$ cat src/rtl/rggen_counter_pkg.sv
// rggen_counter_pkg: counter overflow-mode enum and an all-ones helper sized by counter width
package rggen_counter_pkg;
  typedef enum logic {COUNTER_WRAP, COUNTER_SATURATE} rggen_counter_mode_e;
  function automatic logic [31:0] all_ones(int width);
    return (width >= 32) ? 32'hffff_ffff : (32'd1 << width) - 32'd1;
  endfunction
endpackage

$ cat src/rtl/rggen_counter_cell.sv
// rggen_counter_cell: one up/down counter channel with sticky overflow/underflow flags and clear > sw write > up/down priority
module rggen_counter_cell
  import rggen_counter_pkg::*;
#(
  parameter int WIDTH = 4,
  parameter logic [WIDTH-1:0] INITIAL_VALUE = '0,
  parameter rggen_counter_mode_e MODE = COUNTER_WRAP
)(
  input  logic             i_clk,
  input  logic             i_rst,
  input  logic             i_clear,
  input  logic             i_sw_write,
  input  logic [WIDTH-1:0] i_sw_mask,
  input  logic [WIDTH-1:0] i_sw_data,
  input  logic             i_up,
  input  logic             i_down,
  input  logic             i_flag_clear,
  output logic [WIDTH-1:0] o_count,
  output logic             o_overflow,
  output logic             o_underflow
);
  localparam logic [WIDTH-1:0] MAX = WIDTH'(all_ones(WIDTH));
  localparam logic SAT = (MODE == COUNTER_SATURATE);
  logic sw_hit, inc, dec, ovf, unf;
  logic [WIDTH-1:0] count_next;
  always_comb begin
    sw_hit = i_sw_write & |i_sw_mask;
    inc = ~i_clear & ~sw_hit & i_up & ~i_down;
    dec = ~i_clear & ~sw_hit & i_down & ~i_up;
    ovf = inc & (o_count == MAX);
    unf = dec & (o_count == '0);
    count_next = i_clear ? INITIAL_VALUE :
                 sw_hit ? (o_count & ~i_sw_mask) | (i_sw_data & i_sw_mask) :
                 ((ovf | unf) & SAT) ? o_count :
                 inc ? o_count + WIDTH'(1) :
                 dec ? o_count - WIDTH'(1) : o_count;
  end
  always_ff @(posedge i_clk or posedge i_rst) begin
    if (i_rst) begin
      o_count <= INITIAL_VALUE;
      o_overflow <= 1'b0;
      o_underflow <= 1'b0;
    end else begin
      o_count <= count_next;
      o_overflow <= ~i_clear & (ovf | (o_overflow & ~i_flag_clear));
      o_underflow <= ~i_clear & (unf | (o_underflow & ~i_flag_clear));
    end
  end
endmodule

$ cat src/rtl/rggen_bit_field_counter_array.sv
// rggen_bit_field_counter_array: CHANNELS packed counters with sw write/read bus, sticky flags and coherent snapshot shadow
module rggen_bit_field_counter_array
  import rggen_counter_pkg::*;
#(
  parameter int WIDTH = 4,
  parameter int CHANNELS = 4,
  parameter logic [WIDTH-1:0] INITIAL_VALUE = '0,
  parameter rggen_counter_mode_e MODE = COUNTER_WRAP,
  parameter int SNAPSHOT = 1
)(
  input  logic                               i_clk,
  input  logic                               i_rst,
  input  logic                               i_sw_valid,
  input  logic                               i_sw_write,
  input  logic [CHANNELS*WIDTH-1:0]          i_sw_mask,
  input  logic [CHANNELS*WIDTH-1:0]          i_sw_data,
  output logic [CHANNELS*WIDTH-1:0]          o_sw_read_data,
  input  logic [CHANNELS-1:0]                i_clear,
  input  logic [CHANNELS-1:0]                i_up,
  input  logic [CHANNELS-1:0]                i_down,
  input  logic [CHANNELS-1:0]                i_flag_clear,
  input  logic                               i_snapshot,
  output logic [CHANNELS-1:0][WIDTH-1:0]     o_count,
  output logic [CHANNELS-1:0]                o_overflow,
  output logic [CHANNELS-1:0]                o_underflow
);
  logic [CHANNELS*WIDTH-1:0] shadow;
  logic sw_wr;
  assign sw_wr = i_sw_valid & i_sw_write;
  for (genvar i = 0; i < CHANNELS; i++) begin : g_cell
    rggen_counter_cell #(
      .WIDTH(WIDTH),
      .INITIAL_VALUE(INITIAL_VALUE),
      .MODE(MODE)
    ) u_cell (
      .i_clk(i_clk),
      .i_rst(i_rst),
      .i_clear(i_clear[i]),
      .i_sw_write(sw_wr),
      .i_sw_mask(i_sw_mask[i*WIDTH+:WIDTH]),
      .i_sw_data(i_sw_data[i*WIDTH+:WIDTH]),
      .i_up(i_up[i]),
      .i_down(i_down[i]),
      .i_flag_clear(i_flag_clear[i]),
      .o_count(o_count[i]),
      .o_overflow(o_overflow[i]),
      .o_underflow(o_underflow[i])
    );
  end
  always_ff @(posedge i_clk or posedge i_rst) begin
    if (i_rst) shadow <= {CHANNELS{INITIAL_VALUE}};
    else if (i_snapshot) shadow <= o_count;
  end
  always_comb begin
    o_sw_read_data = (i_sw_valid & ~i_sw_write) ? (((SNAPSHOT != 0) ? shadow : o_count) & i_sw_mask) : '0;
  end
endmodule

$ cat config.mk
export PLATFORM = sky130hd
export DESIGN_NAME = rggen_bit_field_counter_array
export DESIGN_NICKNAME = d
export VERILOG_FILES = /design/src/rtl/rggen_counter_pkg.sv /design/src/rtl/rggen_counter_cell.sv /design/src/rtl/rggen_bit_field_counter_array.sv
export SDC_FILE = /design/constraint.sdc
export NUM_CORES = 1
export LEC_CHECK = 0
export CAP_MARGIN = 10
export CELL_PAD_IN_SITES_DETAIL_PLACEMENT = 1
export CELL_PAD_IN_SITES_GLOBAL_PLACEMENT = 1
export CORE_MARGIN = 4
export CORE_UTILIZATION = 31
export DETAILED_ROUTE_END_ITERATION = 6
export GPL_ROUTABILITY_DRIVEN = 0
export PLACE_DENSITY_LB_ADDON = 0.1
export SYNTH_ARGS = -nofsm -noshare
export SYNTH_HDL_FRONTEND = slang
export SYNTH_HIERARCHICAL = 1
export SYNTH_SLANG_ARGS = --single-unit
export TNS_END_PERCENT = 5
$ cat constraint.sdc
create_clock -name i_clk -period 1.45 [get_ports i_clk]
set_clock_uncertainty 0.05 [all_clocks]
set_input_delay 0.3625 -clock i_clk [delete_from_list [all_inputs] [get_ports i_clk]]
set_output_delay 0.3625 -clock i_clk [all_outputs]
set_load 0.02 [all_outputs]
==> results of run 1 <==
==> how the worst min path moves through the flow <==
stage | slack, ns | cells past startpoint | start | end
after CTS | 0.43 | 4 | i_sw_mask[2] | g_cell[0].u_cell/o_count[2]
after floorplan | 0.10 | 1 | i_rst | g_cell[0].u_cell/o_count[0]
after global placement | 0.43 | 1 | shadow[11] | shadow[11]
final | 0.42 | 2 | i_rst | g_cell[1].u_cell/o_count[3]
after global routing | 0.45 | 2 | i_rst | g_cell[3].u_cell/o_count[3]
after detailed placement | 0.44 | 1 | shadow[3] | shadow[3]
==> cells in the final DEF, fill, tap and decap left out, types with 7 or more instances in the layout <==
cell               n
clkdlybuf4s50_1   26
a21oi_1            7
dlygate4sd2_1     10
a32oi_1            7
and2_1             7
mux2_4            10
buf_4            100
buf_6             32
and4b_1           16
nor2_1            12
clkdlybuf4s15_1    8
inv_1             13
nand2b_1          12
dfrtp_1           34
a21oi_2            7
buf_2             20
==> critical path: cells and delay by family <==
kind                       cells  cell delay (ns)
and+or+nand+nor                2             0.33
AOI/OAI and AO/OA              4             1.01
buffers and inverters          2             0.19
adders and majority gates      1             0.26
==> metal layers <==
| layer | vias up | wire, µm | GRT usage [%] |
|---|---|---|---|
| met5 | - | 0 | 0 |
| met4 | 0 | 117 | 4.601 |
| met3 | 9 | 408 | 3.168 |
| met2 | 64 | 5637 | 39.29 |
| met1 | 1499 | 4876 | 27.66 |
| li1 | 1393 | - | - |
==> power groups by stage <==
stage / combinational (µW) / clock (µW) / sequential (µW)
after floorplan: 633 / 0 / 1460
after global placement: 1510 / 0 / 1390
after detailed placement: 1560 / 0 / 1400
after CTS: 1650 / 845 / 1380
after global routing: 1940 / 909 / 1400
final: 1800 / 830 / 1380
==> through the flow <==
stage / instance area, µm² / utilization (%) / instances
4_1_cts: 4808 / 57.65 / 562
6_report: 5059 / 60.65 / 566
2_1_floorplan: 2795 / - / 258
5_1_grt: 5059 / 60.65 / 566
3_5_place_dp: 4531 / 54.32 / 546
3_3_place_gp: 4531 / 54.32 / 546
==> final cells by class <==
type	count	area, µm²	share of cell area, %
repair buffers	203	1705	33.71
clock inverters	2	10.01	0.1979
well taps	105	131.4	2.597
flip-flops and latches	40	1008	19.94
multi-input cells	193	2057	40.66
inverters	17	63.81	1.261
clock buffers	6	82.58	1.632
==> state kept, by name, indices dropped and copies added (netlist names) <==
register                   flops
g_cell.u_cell/o_underflow      4
shadow                        16
g_cell.u_cell/o_overflow       4
g_cell.u_cell/o_count         16
==> cell families after synthesis <==
kind of cell | count (synthesis) | synth area share (%)
fa+ha+maj | 12 | 6.695
flops | 40 | 37.19
buf+inv | 25 | 4.463
compound gates | 68 | 18.78
xor+xnor | 8 | 2.604
simple gates | 85 | 20.69
mux | 20 | 9.577
==> timing repair <==
action / 4_1_cts / 5_1_grt
setup endpoints to repair: 64 / 60
pin swaps: 43 / 20
endpoints found under the hold margin: 0 / 0
gates resized for setup: 267 / 79
setup buffers: 9 / 4
==> results.yml, run 1 <==
outcome:
  status: "finished, violations left"
  violations: "setup timing"
power:
  clkPwrFrac_pct: 20.7
  pwr-share-comb_pct: 44.8
  p_total_uw: 4012
  vdd_drop_max_mv: 0.4346
  p_switching_uw: 1398
  p_int_uw: 2614
  swShare_pct: 34.84
  leakage_uw: 0.002321
  power_per_cell_area_nw_per_um2: 793.1
  p_seq_share_pct: 34.5
setup_path:
  endpoint: "g_cell[2].u_cell/o_count[3]"
  slowest_stage: "o41a_1"
  ff2ff_setup_slack_ns: -0.15
  cp-start-kind: "input pin"
  r2r_start: "g_cell[1].u_cell/o_count[3]"
  crit_type: "in2reg"
  worstSetupStartpoint: "i_sw_mask[8]"
  r2r_end: "g_cell[1].u_cell/o_underflow"
  max_stage_delay_ns: 0.46
  path_cells: "buf_6 > o41a_1 > nor3b_4 > inv_2 > ha_4 > a21oi_4 > nand2_2 > a311o_2 > o22ai_1"
  path_max_fanout: 3
  ff2ff_path_depth: 3
  cp.arrival_ns: 2.15
  end_kind: "flop"
  critical_path_required_ns: 1.62
sta:
  finalWorstSetupSlack_ns: -0.5354
  report.final.slew_viol_count: 0
  min_period_ns: 1.985
  tightestPinTransition_ns: 0.3514
  slew_headroom_pct: 76.32
  fmax_mhz: 503.7
  finalSetupViolations: 30
  rsz0062_at_grt: "yes"
  whs_ns: 0.4172
  fin_crit_sh_pct: 136.9
  fin_tns_setup_ns: -8.050
  report.final.hold_viol_count: 0
floorplanning:
  die_height_um: 101.2
  fp.dieArea_um2: 10240
  initial_core_util_pct: 32.27
  core_area_um2: 8341
  ios: 93
  die_x_um: 101.2
  fp-row-count: 33
global_routing:
  grt_usage_pct: 21.81
  grt_max_degree: 17
  antenna_found_initial: 0
  grt-ovfl-total: 0
  grt_pass1_wl_mm: 17.62
  grt_pass1_vias: 3393
synthesis:
  synthArstFlopShare_pct: 100.0
  syn_inst: 258
  synth_area_leader_cell: "dfrtp_1"
  synth_edf_count: 0
  synth_warnings: 6
  synth_nets: 323
  synthTopCellsByCount: "dfrtp_1, inv_1, a21oi_1, and4b_1, nor2_1"
  ys_top_cells_by_area: "dfrtp_1, and4b_1, mux2_4"
  synth_top_area_share_pct: 37.19
  syn_area_per_cell_um2: 10.43
  yosysMostFrequentCell: "dfrtp_1"
  ys_ff_latch: 40
  syn_area_um2: 2691
  synth.distinct_cells: 35
  seq_area_frac_synth_pct: 37.19
  synth_flop_cell: "dfrtp_1"
finish:
  diodes: 0
  areaGrowthSynthToFinish_pct: 87.96
  fin_nets: 525
  drive_above_1_share_pct: 57.05
  fill_cells: 903
cts:
  cts_tree: "yes"
  clkTransAtPathRegs_ns: 0.09
  root_buffer: "clkbuf_8"
  clk_latency_ns: 0.30
  clock_sinks: 40
  cts_made_buffers: 5
  cts_hold_buffers: 0
  cts_max_level: 2
  cts.path.max_buffers: 2
route:
  drtIter0Drc: 61
  viasPerCell: 5.239
  drt_first_pass_iters: 4
  postRouteAntennaNets: 0
  via_count: 2965
  route.detailed.drc: 0
  wl_per_cell_um: 19.50
  totalWireLength_mm: 11.04
place:
  pre_cts_slack_ns: -1.288
  hpwl_mm: 8.188
  portBuffers: 92
min_path:
  min_path_type: "in2async"
run:
  maxCapViolCount: 0
Note: power is estimated with default switching activity, not from simulation.
==> inputs of run 2 (changes only) <==
--- a/config.mk
+++ b/config.mk
@@ -6,13 +6,11 @@
 export NUM_CORES = 1
 export LEC_CHECK = 0
 export CAP_MARGIN = 10
-export CELL_PAD_IN_SITES_DETAIL_PLACEMENT = 1
-export CELL_PAD_IN_SITES_GLOBAL_PLACEMENT = 1
 export CORE_MARGIN = 4
-export CORE_UTILIZATION = 31
+export CORE_UTILIZATION = 35
+export CTS_BUF_LIST = sky130_fd_sc_hd__clkbuf_8 sky130_fd_sc_hd__clkbuf_16
 export DETAILED_ROUTE_END_ITERATION = 6
 export GPL_ROUTABILITY_DRIVEN = 0
-export PLACE_DENSITY_LB_ADDON = 0.1
 export SYNTH_ARGS = -nofsm -noshare
 export SYNTH_HDL_FRONTEND = slang
 export SYNTH_HIERARCHICAL = 1
==> constraint.sdc (replaced) <==
create_clock -name i_clk -period 2.2 [get_ports i_clk]
set_clock_uncertainty 0.05 [all_clocks]
set_input_delay 0.55 -clock i_clk [delete_from_list [all_inputs] [get_ports i_clk]]
set_output_delay 0.55 -clock i_clk [all_outputs]
set_load 0.02 [all_outputs]
==> run 2 against run 1 <==
The run now ends clean. Sequential power down 33%. Sequential cell count unchanged. Via count down 6.2%. Power down 36%. Worst hold slack better by 0.040 ns. Setup slack better by 0.54 ns. Critical path depth unchanged. Register-to-register slack better by 0.71 ns. Largest cell class unchanged.
==> results.yml, run 2 (same netlist as run 1, synthesis figures left out) <==
sta:
  rsz0062_at_grt: "yes"
  report.final.hold_viol_count: 0
  fin_crit_sh_pct: 99.58
  finalSetupViolations: 0
  report.final.slew_viol_count: 0
  tightestPinTransition_ns: 0.5247
  slew_headroom_pct: 64.57
  fmax_mhz: 456.5
  min_period_ns: 2.191
  whs_ns: 0.4570
  fin_tns_setup_ns: 0
run:
  maxCapViolCount: 0
cts:
  root_buffer: "clkbuf_8"
  cts_hold_buffers: 0
  clock_sinks: 40
  cts_tree: "yes"
  clkTransAtPathRegs_ns: 0.08
  cts.path.max_buffers: 2
  clk_latency_ns: 0.29
  cts_made_buffers: 5
  cts_max_level: 2
floorplanning:
  initial_core_util_pct: 36.52
  die_x_um: 95.69
  core_area_um2: 7370
  fp.dieArea_um2: 9157
  die_height_um: 95.69
  ios: 93
  fp-row-count: 31
setup_path:
  slowest_stage: "o41a_1"
  crit_type: "in2reg"
  cp-start-kind: "input pin"
  path_max_fanout: 3
  critical_path_required_ns: 2.37
  path_cells: "buf_2 > o41a_1 > nor3b_4 > inv_2 > ha_4 > a21oi_2 > nand2_1 > a311o_2 > o22ai_1"
  cp.arrival_ns: 2.36
  max_stage_delay_ns: 0.46
  cp.buffers_inverters: 2
  critPathTopFamily: "compound AO/OA/AOI/OAI gates"
  end_kind: "flop"
finish:
  areaGrowthSynthToFinish_pct: 69.04
  drive_above_1_share_pct: 36.60
  final_core_util_pct: 61.73
  fin_nets: 493
  final_cells: 528
  layout_common_cells: "buf_4, clkdlybuf4s50_1, dfrtp_1, dlygate4sd2_1"
  largestRegisters: "g_cell.u_cell/o_count: 16 flops, shadow: 16 flops"
  final_area_um2: 4549
  final_common_cell: "buf_4"
  diodes: 0
route:
  totalWireLength_mm: 8.795
  wl_per_cell_um: 16.66
  via_count: 2782
  postRouteAntennaNets: 0
  drtIter0Drc: 56
  drt_first_pass_iters: 4
  route.detailed.drc: 0
  viasPerCell: 5.269
global_routing:
  grt_max_degree: 17
  grt_pass1_vias: 2891
  grt_pass1_wl_mm: 14.28
  grt-ovfl-total: 0
  grt_usage_pct: 19.69
  antenna_found_initial: 0
power:
  power_per_cell_area_nw_per_um2: 563.4
  vdd_drop_max_mv: 0.2720
  leakage_uw: 0.002116
place:
  hpwl_mm: 6.646
  placed_area_um2: 4275
  portBuffers: 92
  placed_cells: 507
min_path:
  min_path_type: "reg2reg"
outcome:
  status: "complete, no violations"
-- run 2: cell count changes in the layout (fill, tap and decap cells not counted), sizes merged --
cell	change
bufinv	+1
clkdlybuf4s50	+24
clkinv	-2
clkdlybuf4s15	-3
dlygate4sd2	+7
buf	-63
dlymetal6s2s	+4
-- run 2: final timing paths --
| path | end | slack, ns | depth (start not counted) | from |
|---|---|---|---|---|
| max | g_cell[1].u_cell/o_count[3] | 0.009 | 9 | i_sw_mask[4] |
| min | shadow[13] | 0.46 | 1 | shadow[13] |
| max reg2reg | g_cell[1].u_cell/o_count[1] | 0.56 | 3 | g_cell[1].u_cell/o_count[1] |
| min reg2reg | shadow[13] | 0.46 | 1 | shadow[13] |
| max in group asynchronous | shadow[3] | 1.05 | 3 | i_rst |
| min in group asynchronous | g_cell[3].u_cell/o_count[0] | 0.57 | 2 | i_rst |
-- run 2: final cells by class --
type / instances / area, µm²
Fill cell: 655 / 2820
Multi-Input combinational cell: 193 / 1775
Timing Repair Buffer: 171 / 1459
Sequential cell: 40 / 1001
Tap cell: 99 / 123.9
Clock buffer: 7 / 96.34
Inverter: 17 / 63.81
Clock inverter: 1 / 30.03
-- run 2: routing by layer --
metal  share of wire, %  GRT usage, %  vias up
met2                 47         33.24       90
li1                   -             -     1334
met1                 45         25.87     1343
met4                2.0         5.687        0
met5                  0             0        -
met3                5.7         3.362       15
-- run 2: through the flow --
step	setup slack, ns	total power [µW]
floorplan	-0.1666	1379
global placement	-0.6532	1803
detailed placement	-0.7055	1818
CTS	-0.002565	2545
global route	-0.04994	2714
finish	0.009278	2563
-- run 2: report_power, final --
part | switching [µW] | total, µW | internal [µW] | leakage, µW
logic | 414 | 954 | 540 | 0.00152
registers | 106 | 930 | 823 | 0.000532
clock network | 278 | 679 | 401 | 0.0000645
total | 799 | 2560 | 1760 | 0.00212
-- run 2: repair_timing --
| action | CTS | global route |
|---|---|---|
| gates resized for setup | 96 | 22 |
| setup buffers | 11 | 2 |
| pin swaps | 29 | 17 |
| cloned | 0 | 0 |
| setup endpoints to repair | 32 | 9 |
